`src/rtl/timer_counter_if.sv`:
```
// CPU data-memory bus slice seen by the timer peripheral.
//   m_data_addr   : byte address from the CPU M stage
//   m_data_wdata  : store data
//   m_data_byteen : byte enables, 4'b0000 means no write
//   rdata         : read data, combinational on m_data_addr
interface timer_counter_if;
  logic [31:0] m_data_addr;
  logic [31:0] m_data_wdata;
  logic [3:0]  m_data_byteen;
  logic [31:0] rdata;

  modport master (output m_data_addr, output m_data_wdata, output m_data_byteen,
                  input rdata);
  modport slave  (input m_data_addr, input m_data_wdata, input m_data_byteen,
                  output rdata);
endinterface

```
`src/rtl/timer_counter.sv`:
```
// Memory-mapped countdown timer with one-shot / auto-reload modes.
// Register window (16 bytes at BASE_ADDR):
//   +0 CTRL   {IM[3], MODE[2:1], EN[0]}  rw
//   +4 PRESET                            rw
//   +8 COUNT                             ro
//   +C reserved, reads 0
// Ports:
//   clk   : system clock, rising edge
//   reset : synchronous, active-high
//   bus   : CPU data bus (slave side), full-word writes only
//   irq   : interrupt request = irq_flag & IM, registered state only
module timer_counter #(
  parameter logic [31:0] BASE_ADDR = 32'h0000_7F00
) (
  input  logic            clk,
  input  logic            reset,
  timer_counter_if.slave  bus,
  output logic            irq
);

  typedef enum logic [1:0] {IDLE, LOAD, CNT, INT} state_t;

  state_t      state_q, state_d;
  logic        en_q, en_d;
  logic [1:0]  mode_q, mode_d;
  logic        im_q, im_d;
  logic [31:0] preset_q, preset_d;
  logic [31:0] count_q, count_d;
  logic        flag_q, flag_d;

  logic        hit, wr, wr_ctrl, wr_preset, set_flag;
  logic [1:0]  off;
  logic        unused_addr_lsb;

  assign hit       = (bus.m_data_addr[31:4] == BASE_ADDR[31:4]);
  assign off       = bus.m_data_addr[3:2];
  assign wr        = hit && (bus.m_data_byteen == 4'b1111);
  assign wr_ctrl   = wr && (off == 2'd0);
  assign wr_preset = wr && (off == 2'd1);
  assign unused_addr_lsb = ^bus.m_data_addr[1:0];

  always_comb begin
    state_d  = state_q;
    en_d     = en_q;
    mode_d   = mode_q;
    im_d     = im_q;
    preset_d = preset_q;
    count_d  = count_q;
    flag_d   = flag_q;
    set_flag = 1'b0;

    case (state_q)
      IDLE: if (en_q) state_d = LOAD;
      LOAD: begin
        count_d = preset_q;
        state_d = CNT;
      end
      CNT: begin
        if (!en_q) begin
          state_d = IDLE;
        end else if (count_q > 32'd1) begin
          count_d = count_q - 32'd1;
        end else begin
          // Reaching 1 (or starting at 0) fires; COUNT never wraps below 0.
          count_d  = 32'd0;
          state_d  = INT;
          set_flag = 1'b1;
        end
      end
      INT: begin
        if (mode_q == 2'b01) begin
          state_d = LOAD;
          flag_d  = 1'b0;
        end else begin
          state_d = IDLE;
          en_d    = 1'b0;
        end
      end
      default: state_d = IDLE;
    endcase

    // Software CTRL write overrides the hardware EN clear in the same cycle.
    if (wr_ctrl) begin
      en_d   = bus.m_data_wdata[0];
      mode_d = bus.m_data_wdata[2:1];
      im_d   = bus.m_data_wdata[3];
      flag_d = 1'b0;
    end
    if (wr_preset) preset_d = bus.m_data_wdata;
    // Entering INT beats a simultaneous clear.
    if (set_flag) flag_d = 1'b1;
  end

  always_ff @(posedge clk) begin
    if (reset) begin
      state_q  <= IDLE;
      en_q     <= 1'b0;
      mode_q   <= 2'b00;
      im_q     <= 1'b0;
      preset_q <= 32'd0;
      count_q  <= 32'd0;
      flag_q   <= 1'b0;
    end else begin
      state_q  <= state_d;
      en_q     <= en_d;
      mode_q   <= mode_d;
      im_q     <= im_d;
      preset_q <= preset_d;
      count_q  <= count_d;
      flag_q   <= flag_d;
    end
  end

  always_comb begin
    bus.rdata = 32'd0;
    if (hit) begin
      case (off)
        2'd0:    bus.rdata = {28'd0, im_q, mode_q, en_q};
        2'd1:    bus.rdata = preset_q;
        2'd2:    bus.rdata = count_q;
        default: bus.rdata = 32'd0;
      endcase
    end
  end

  assign irq = flag_q & im_q;

endmodule

```
`src/flat_wrapper.sv`:
```
// flat-port wrapper written by rule: the top's interface ports become plain ports
module timer_counter_flat 
#(
  parameter logic [31:0] BASE_ADDR = 32'h0000_7F00
)
  (clk, reset, irq, bus_m_data_addr, bus_m_data_wdata, bus_m_data_byteen, bus_rdata);
  timer_counter_if bus_i ();
  input  logic clk;
  input  logic reset;
  output logic irq;
  input wire logic [$bits(bus_i.m_data_addr)-1:0] bus_m_data_addr;
  input wire logic [$bits(bus_i.m_data_wdata)-1:0] bus_m_data_wdata;
  input wire logic [$bits(bus_i.m_data_byteen)-1:0] bus_m_data_byteen;
  output wire logic [$bits(bus_i.rdata)-1:0] bus_rdata;
  assign bus_i.m_data_addr = bus_m_data_addr;
  assign bus_i.m_data_wdata = bus_m_data_wdata;
  assign bus_i.m_data_byteen = bus_m_data_byteen;
  assign bus_rdata = bus_i.rdata;
  timer_counter #(.BASE_ADDR(BASE_ADDR)) u_core (.clk(clk), .reset(reset), .bus(bus_i), .irq(irq));
endmodule
```
`config.mk`:
```
export PLATFORM = sky130hd
export DESIGN_NAME = timer_counter_flat
export DESIGN_NICKNAME = d
export VERILOG_FILES = /design/src/rtl/timer_counter_if.sv /design/src/rtl/timer_counter.sv /design/src/flat_wrapper.sv
export SDC_FILE = /design/constraint.sdc
export NUM_CORES = 1
export LEC_CHECK = 0
export ABC_CLOCK_PERIOD_IN_PS = 7800
export BUFFER_PORTS_ARGS = -buffer_cell sky130_fd_sc_hd__buf_2
export CORE_ASPECT_RATIO = 0.5
export CORE_MARGIN = 4
export CORE_UTILIZATION = 40
export CTS_CLUSTER_SIZE = 8
export DETAILED_ROUTE_END_ITERATION = 12
export HOLD_SLACK_MARGIN = 0.1
export PLACE_DENSITY = 0.61
export SETUP_SLACK_MARGIN = 0.02
export SLEW_MARGIN = 10
export SYNTH_ARGS = -nofsm -noshare
export SYNTH_HDL_FRONTEND = slang
export SYNTH_SLANG_ARGS = --single-unit
```
`constraint.sdc`:
```
create_clock -name clk -period 7.8 [get_ports clk]
set_input_delay 1.17 -clock clk [delete_from_list [all_inputs] [get_ports clk]]
set_output_delay 1.17 -clock clk [all_outputs]
set_load 0.02 [all_outputs]
```
-- After elaboration in Yosys (flattened, before gate mapping)
Cells that the tools add are included.
- RAM bits: 0
- bits of input ports: 70
- memories kept: 0
- bits in read-only memories: 0
- output and inout port bits: 33
- logic and storage cells: 55
- latch bits: 0
- flip-flop bits (word level): 71
- $lt $le $gt $ge: 1
- equal/unequal tests: 12
- shift-type cells: 0
- $mul: 0
- muxes and demuxes: 20
- add/subtract/negate cells: 1
- div/mod/pow operators: 0
- reduce and logical (&&, ||, !) cells: 13
- bitwise gates (word level): 1
- operators by type and width (cell ; count):
    $mux W32 ; 3
    $pmux W32 S3 ; 1
    $pmux W32 S2 ; 1
    $gt A32 B1 Y1 const B ; 1
    $sub A32 B1 Y32 const B ; 1
    $eq A28 B11 Y1 const B ; 1
    $mux W1 ; 11
    $pmux W2 S4 ; 1
    $reduce_and A2 Y1 ; 4
    $eq A2 B1 Y1 const B ; 3
    $eq A2 B2 Y1 const B ; 3
    $mux W2 ; 3
    $ne A2 B1 Y1 const B ; 3
    $reduce_bool A3 Y1 ; 2
    $eq A4 B4 Y1 const B ; 1
    $logic_not A2 Y1 ; 2
    $reduce_bool A2 Y1 ; 2
    $logic_and A1 B1 Y1 ; 3
    $ne A3 B3 Y1 const B ; 1
    $and A1 B1 Y1 ; 1

-- Longest topological paths before layout
Gate-level depths: netlist of run 1.
- depth in word-level cells: 6
- gate-level depth with buffers: 10
- mapped depth without buffers: 8

-- Worst setup path before layout of run 1
OpenSTA, ideal clock, no wires.
- path kind: input to output
- from: input bus_m_data_addr[2]
- to: output bus_rdata[21]
- arrival: 2.612 ns
- slack: 4.018 ns
- required time: 6.630 ns
- stages: 6
- cells stage by stage: clkbuf_1 > nor2b_1 > clkbuf_1 > buf_1 > a22oi_1 > nor2_1
- word-level cells in the longest chain between the ends: 3
- RTL lines (item ; RTL line ; source):
    start, declared ; flat_wrapper.sv:11 ; input wire logic [$bits(bus_i.m_data_addr)-1:0] bus_m_data_addr;
    $eq A2 B2 Y1 (tied with other cells) ; timer_counter.sv:117 ; case (off)
    $pmux W32 S3 * ; timer_counter.sv:117 ;
    $mux W32 * ; timer_counter.sv:116 ; if (hit) begin
    end, declared ; flat_wrapper.sv:14 ; output wire logic [$bits(bus_i.rdata)-1:0] bus_rdata;
Every way passes the cells marked *; elsewhere a longest branch is shown, timed or not.

-- Worst setup path in the final report of run 1
- from: input bus_m_data_addr[30]
- to: output bus_rdata[27]
- word-level cells in the longest chain between the ends: 2
- RTL lines (item ; RTL line ; source):
    $eq A28 B11 Y1 ; timer_counter.sv:35 ; assign hit = (bus.m_data_addr[31:4] == BASE_ADDR[31:4]);
    $mux W32 ; timer_counter.sv:116 ;
No other way between the ends.

==> results.yml, run 1 <==
sta:
  max_freq_ghz: 0.277
  final_hold_viol_count: 0
  worst_pin_slew_ps: 1090
  slew_violations: 0
  min_period_ps: 3610
  post-route-period-util_pct: 46.3
  slew_headroom_pct: 27.3
  rsz0062_at_grt: "no"
  finalSetupViolCount: 0
  skew_ps: 8.69
  setup-tns-final_ps: 0
die:
  start_util_pct: 42.3
  core_area_um2: 9730
  dieArea_um2: 12100
  num_rows: 25
  num_io_pins: 103
  dieHeight_um: 79.7
  die_w_um: 151
final_layout:
  syn_to_final_growth_pct: 21.3
  fin_util_pct: 51.3
  seqCellArea_um2: 1420
  layout-drive-gt1-share_pct: 22.5
  diodes: 0
  multi_input_area_um2: 2480
  nFillCells: 994
  nNetsFinal: 681
clocking:
  cts_setup_buffers: 0
  cts.clk_slew.worst_paths_ps: 50
  ctsResizeCount: 0
  holdBufCountCts: 0
  clock_path_buffers: 2
  cts_buffers: 9
  cts-root-buf: "clkbuf_16"
  cts_max_level: 3
  clock_sinks: 71
  clock_latency_ps: 340
  cts_tree: "yes"
worst_setup_path:
  cp_data_required_time_ps: 6630
  reg2regPathDepth: 7
  arrival_ps: 2440
  cp_max_fo: 35
  r2r_end: "u_core.count_q[0]"
  worstSetupStartpointType: "primary input"
  r2r-start: "u_core.count_q[8]"
  crit_type: "in2out"
  cp-end-kind: "output port"
  r2r_slack_ps: 4510
logic_synthesis:
  synth.distinct_cells: 54
  synth_most_common_cell: "nor2_1"
  synthTopCellsByCount: "105 x nor2_1, 71 x dfxtp_1, 39 x mux2i_1"
  synth_edf_count: 0
  synth_top_area_share_pct: 34.5
  seq_area_frac_synth_pct: 34.5
  syn_area_per_cell_um2: 7.72
  ys.flop_type: "dfxtp_1"
  synth_area_leaders: "dfxtp_1 35%, nor2_1 9.6%, mux2i_1 9.5%, a22oi_1 5.3%, clkbuf_1 3.3%"
  syn-num-nets: 605
  yosysTopAreaCell: "dfxtp_1"
  synth-async-reset-ratio_pct: 0
  synthCells: 533
  syn_area_um2: 4110
  yosysWarnings: 0
  ys_seq_elements: 71
grt:
  grt_pass1_wl_mm: 20.7
  grtUsageTotal_pct: 21.6
  grt_max_degree: 75
  first_global_vias: 4034
  antenna_found_initial: 0
  gr-total-overflow: 0
place:
  portBuffers: 100
  hpwlAfterDp_mm: 8.61
  place_congestion: 0.879
power_and_ir_drop:
  peakVddDrop_v: 0.000114
  powerDensity_nw_per_um2: 165
  leakage_uw: 0.00194
route:
  antenna_left: 0
  viasPerCell: 5.76
  first_iter_violations: 414
  wl_mm: 12.7
  drt_pass1_iterations: 5
  drc: 0
  vias: 4311
  wire_per_inst_um: 17.0
outcome:
  status: "complete, no violations"
hold_path:
  min_from: "u_core.flag_q"
  min_path_type: "reg2reg"
  hold_path_depth: 2
  whs_endpoint: "u_core.flag_q"
run:
  cap_violations: 0
-- worst max path at each step --
stage | slack (ps) | endpoint | cells after the start | start
after floorplan | 4020 | bus_rdata[21] | 6 | bus_m_data_addr[2]
after global placement | 4170 | bus_rdata[27] | 7 | bus_m_data_addr[30]
after detailed placement | 4160 | bus_rdata[22] | 7 | bus_m_data_addr[30]
after CTS | 4160 | bus_rdata[22] | 7 | bus_m_data_addr[30]
after global routing | 3980 | bus_rdata[27] | 7 | bus_m_data_addr[30]
final | 4190 | bus_rdata[27] | 7 | bus_m_data_addr[30]
-- registers in the layout, indices dropped and copies added (netlist names) --
register	count
u_core.im_q	1
u_core.en_q	1
u_core.mode_q	2
u_core.preset_q	32
u_core.state_q	2
u_core.flag_q	1
u_core.count_q	32
-- critical path, cell delays in order --
cell and delay [ps]:
buf_2 100, nor4b_1 250, and4_1 210, nand3_1 60, buf_4 270, nor2_1 180
buf_2 180
-- per-stage QoR --
step	cell area, um^2	total power (uW)	setup WS, ps	std cells	hold slack (ps)
finish	4990	823	4190	749	471
floorplan	4110	383	4020	533	439
detailed placement	4680	405	4160	733	466
CTS	4990	828	4160	749	480
global placement	4680	404	4170	733	461
global route	4990	846	3980	749	502
-- placed cells by master, fill, tap and decap left out, types with 9 or more instances in the layout --
cell       Yosys  final
inv_1         10     10
nand2b_1       9      9
nor2_1       105    104
o21ai_0       18     18
a31oi_1       13     13
mux2i_1       39     39
buf_4          1      9
clkbuf_16      0      9
a21oi_1       22     22
or4_1          9      9
buf_2          4    100
a22oi_1       29     29
nor4_1        21     21
nand2_1       36     36
dfxtp_1       71     71
nand3_1       21     21
-- final cells by class --
cell class / count / share of cell area [%]
clock inverters: 3 / 0.802
repair buffers: 109 / 11.4
clock buffers: 13 / 5.41
well taps: 135 / 3.38
inverters: 10 / 0.752
multi-input cells: 408 / 49.8
flip-flops and latches: 71 / 28.5
-- where the power goes --
group / switching (uW) / internal, uW / total [uW]
Combinational: 18.4 / 15.1 / 33.6
Clock: 154 / 273 / 427
Sequential: 0.0000000189 / 363 / 363
-- logic make-up (layout without fill, tap and decap cells) --
logic type / count (synthesis) / after routing / share of synthesized area, %
DFF: 71 / 71 / 34.5
buffers and inverters: 54 / 135 / 5.35
adders and majority gates: 2 / 2 / 0.608
AOI/OAI and AO/OA: 124 / 124 / 20.5
muxes: 45 / 45 / 11.1
and+or+nand+nor: 236 / 236 / 27.6
xor gates and xnor gates: 1 / 1 / 0.213
-- layer usage --
metal / vias up / share of wire [%] / GRT usage [%] / wire length (um)
li1: 2117 / - / - / -
met3: 18 / 7.7 / 4.65 / 981
met2: 158 / 39 / 30.0 / 5030
met4: 0 / 1.2 / 6.24 / 156
met1: 2018 / 52 / 32.9 / 6580
met5: - / 0 / 0 / 0
Power figures use the tool's default switching activity.
==> inputs of run 2 (changes only) <==
ABC_AREA = 1   (was default)
ABC_CLOCK_PERIOD_IN_PS = 3200   (was 7800)
PLACE_DENSITY = 0.62   (was 0.61)
clock period = 3.2 ns   (was 7.8 ns; I/O delays follow)
==> run 2 against run 1 <==
Final cell count increased by 38%. Total power is 130% higher. Sequential share of layout area fell by 2.4 points. Via count increased by 17%. Sequential power rose by 140%. Combinational power grew 140%. Global-route usage decreased by 0.56 points. Non-clock buffer count is 4 lower. First-iteration DRC count shrank 22%. Design area grew 9.2%. Synthesized cell count is 50% higher. Clock-buffer cell count unchanged.
==> results.yml, run 2 <==
power_and_ir_drop:
  intPower_uw: 1490
  p_clk_share_pct: 49.9
  peakVddDrop_v: 0.000220
  power_frac_seq_pct: 45.8
  power.switching_uw: 444
  leakage_uw: 0.00276
  p_sw_share_pct: 23.0
  combinationalPowerShare_pct: 4.3
  powerDensity_nw_per_um2: 354
route:
  first_iter_violations: 323
  vias: 5055
  drt_pass1_iterations: 5
  drc: 0
  viasPerCell: 4.89
  wl_mm: 14.0
  wire_per_inst_um: 13.6
  antenna_left: 0
worst_setup_path:
  cp_data_required_time_ps: 2720
  reg2regPathDepth: 8
  crit_type: "in2out"
  r2r_end: "u_core.count_q[31]"
  r2r-start: "u_core.state_q[1]"
  worstSetupStartpointType: "primary input"
  cp-end-kind: "output port"
  cp_max_fo: 25
  r2r_slack_ps: 930
  arrival_ps: 2100
hold_path:
  hold_path_depth: 3
  whs_endpoint: "u_core.preset_q[14]"
  min_path_type: "in2reg"
  min_from: "bus_m_data_wdata[14]"
place:
  portBuffers: 100
  place_inst: 1018
  place_congestion: 0.917
  hpwlAfterDp_mm: 10.2
logic_synthesis:
  yosys.area_share.simple_pct: 42.5
  synth_area_leaders: "dfxtp_1 31%, nand2_1 24%, nor2_1 12%, a21oi_1 6.9%, inv_1 6.7%"
  ys_seq_elements: 71
  synth-compound-area-share_pct: 13.5
  synth_edf_count: 0
  synthAdderAreaFrac_pct: 0.542
  yosysWarnings: 0
  yosysTopAreaCell: "dfxtp_1"
  syn_area_per_cell_um2: 5.77
  synthTopCellsByCount: "293 x nand2_1, 147 x nor2_1, 82 x inv_1"
  ys.flop_type: "dfxtp_1"
  synth_top_area_share_pct: 30.8
  synth-async-reset-ratio_pct: 0
  synth.distinct_cells: 30
  synth_top_family_by_area: "simple AND/OR/NAND/NOR gates"
  synthCells: 800
  syn-num-nets: 872
  synth_most_common_cell: "nand2_1"
  syn_area_um2: 4620
  seq_area_frac_synth_pct: 30.8
  synthMuxAreaShare_pct: 0
  synth_xor_xnor_area_share_pct: 2.28
die:
  dieArea_um2: 13400
  core_area_um2: 11100
  num_rows: 27
  dieHeight_um: 84.0
  start_util_pct: 41.4
  num_io_pins: 103
  die_w_um: 160
grt:
  grt_max_degree: 65
  antenna_found_initial: 0
  grtUsageTotal_pct: 21.1
  grt_pass1_wl_mm: 23.3
  first_global_vias: 4578
  gr-total-overflow: 0
sta:
  setup-tns-final_ps: 0
  final_hold_viol_count: 0
  finalSetupViolCount: 0
  rsz0062_at_grt: "no"
  slew_violations: 0
  post-route-period-util_pct: 80.7
  worst_pin_slew_ps: 1110
  max_freq_ghz: 0.387
  skew_ps: 9.19
  min_period_ps: 2580
  slew_headroom_pct: 25.9
  whs_ps: 363
clocking:
  ctsResizeCount: 0
  holdBufCountCts: 0
  cts_tree: "yes"
  clock_path_buffers: 2
  cts_setup_buffers: 0
  cts.clk_slew.worst_paths_ps: 60
  cts_buffers: 9
  cts-root-buf: "clkbuf_16"
  cts_max_level: 3
  clock_sinks: 71
  clock_latency_ps: 340
final_layout:
  top_regs: "u_core.count_q: 32 flops, u_core.preset_q: 32 flops"
  nNetsFinal: 956
  final_cell_mix: "293 x nand2_1, 146 x nor2_1, 100 x buf_2"
  layout-drive-gt1-share_pct: 15.9
  final_common_cell: "nand2_1"
  final_cells: 1034
  fin_util_pct: 48.9
  syn_to_final_growth_pct: 18.0
  diodes: 0
outcome:
  status: "complete, no violations"
run:
  cap_violations: 0
## run 2: changes by cell type after synthesis, moves of 29 or more
cell     before  now
a21oi_1      22   64
a22oi_1      29    0
inv_1        10   82
mux2i_1      39    0
nand2_1      36  293
nor2_1      105  147
## run 2: metrics by stage
stage	setup WS [ps]	total power [uW]	cell area [um^2]
floorplan	1010	933	4620
global placement	621	985	5170
detailed placement	611	986	5170
CTS	603	1950	5450
global route	422	1990	5450
finish	619	1930	5450
## run 2: power by group through the flow
stage	Clock, uW	Sequential (uW)	Combinational [uW]
after global routing	1020	883	91.8
final	963	884	82.2
after global placement	0	903	81.2
after detailed placement	0	903	82.6
after CTS	979	884	82.8
after floorplan	0	903	29.3
## run 2: area by class of cell
cell class | instances | area [um^2]
clock inverters | 3 | 17.5
well taps | 145 | 181
fillers | 1218 | 5700
clock buffers | 13 | 260
flip-flops and latches | 71 | 1420
inverters | 83 | 312
repair buffers | 105 | 538
multi-input cells | 614 | 2720
## run 2: worst max-delay path by stage
stage	from	endpoint	slack, ps	depth (start not counted)
finish	bus_m_data_addr[17]	bus_rdata[0]	620	8
global route	bus_m_data_addr[29]	bus_rdata[21]	420	8
CTS	bus_m_data_addr[17]	bus_rdata[0]	600	8
detailed placement	bus_m_data_addr[17]	bus_rdata[0]	610	8
global placement	bus_m_data_addr[17]	bus_rdata[0]	620	8
floorplan	bus_m_data_addr[17]	bus_rdata[23]	1010	6
## run 2: worst max-delay path, cell delays in order
cell and delay (ps):
buf_2 100, nor4_1 280, nand3_1 140, nor2_2 230, inv_1 180, buf_4 260, a31oi_1 230, buf_2 210
## run 2: kinds of logic (layout without fill, tap and decap cells)
group | Yosys count | after routing
adder cells (fa/ha/maj) | 2 | 2
XOR/XNOR | 12 | 12
buffers and inverters | 115 | 204
AND/OR/NAND/NOR | 484 | 484
AO/OA/AOI/OAI | 116 | 116
flip-flops | 71 | 71
## run 2: layer usage
layer | vias to the layer above | global-route usage (%) | wire (um)
met1 | 2250 | 30.6 | 7340
met5 | - | 0 | 0
met3 | 13 | 4.88 | 886
met2 | 141 | 31.6 | 5630
li1 | 2651 | - | -
met4 | 0 | 4.53 | 183
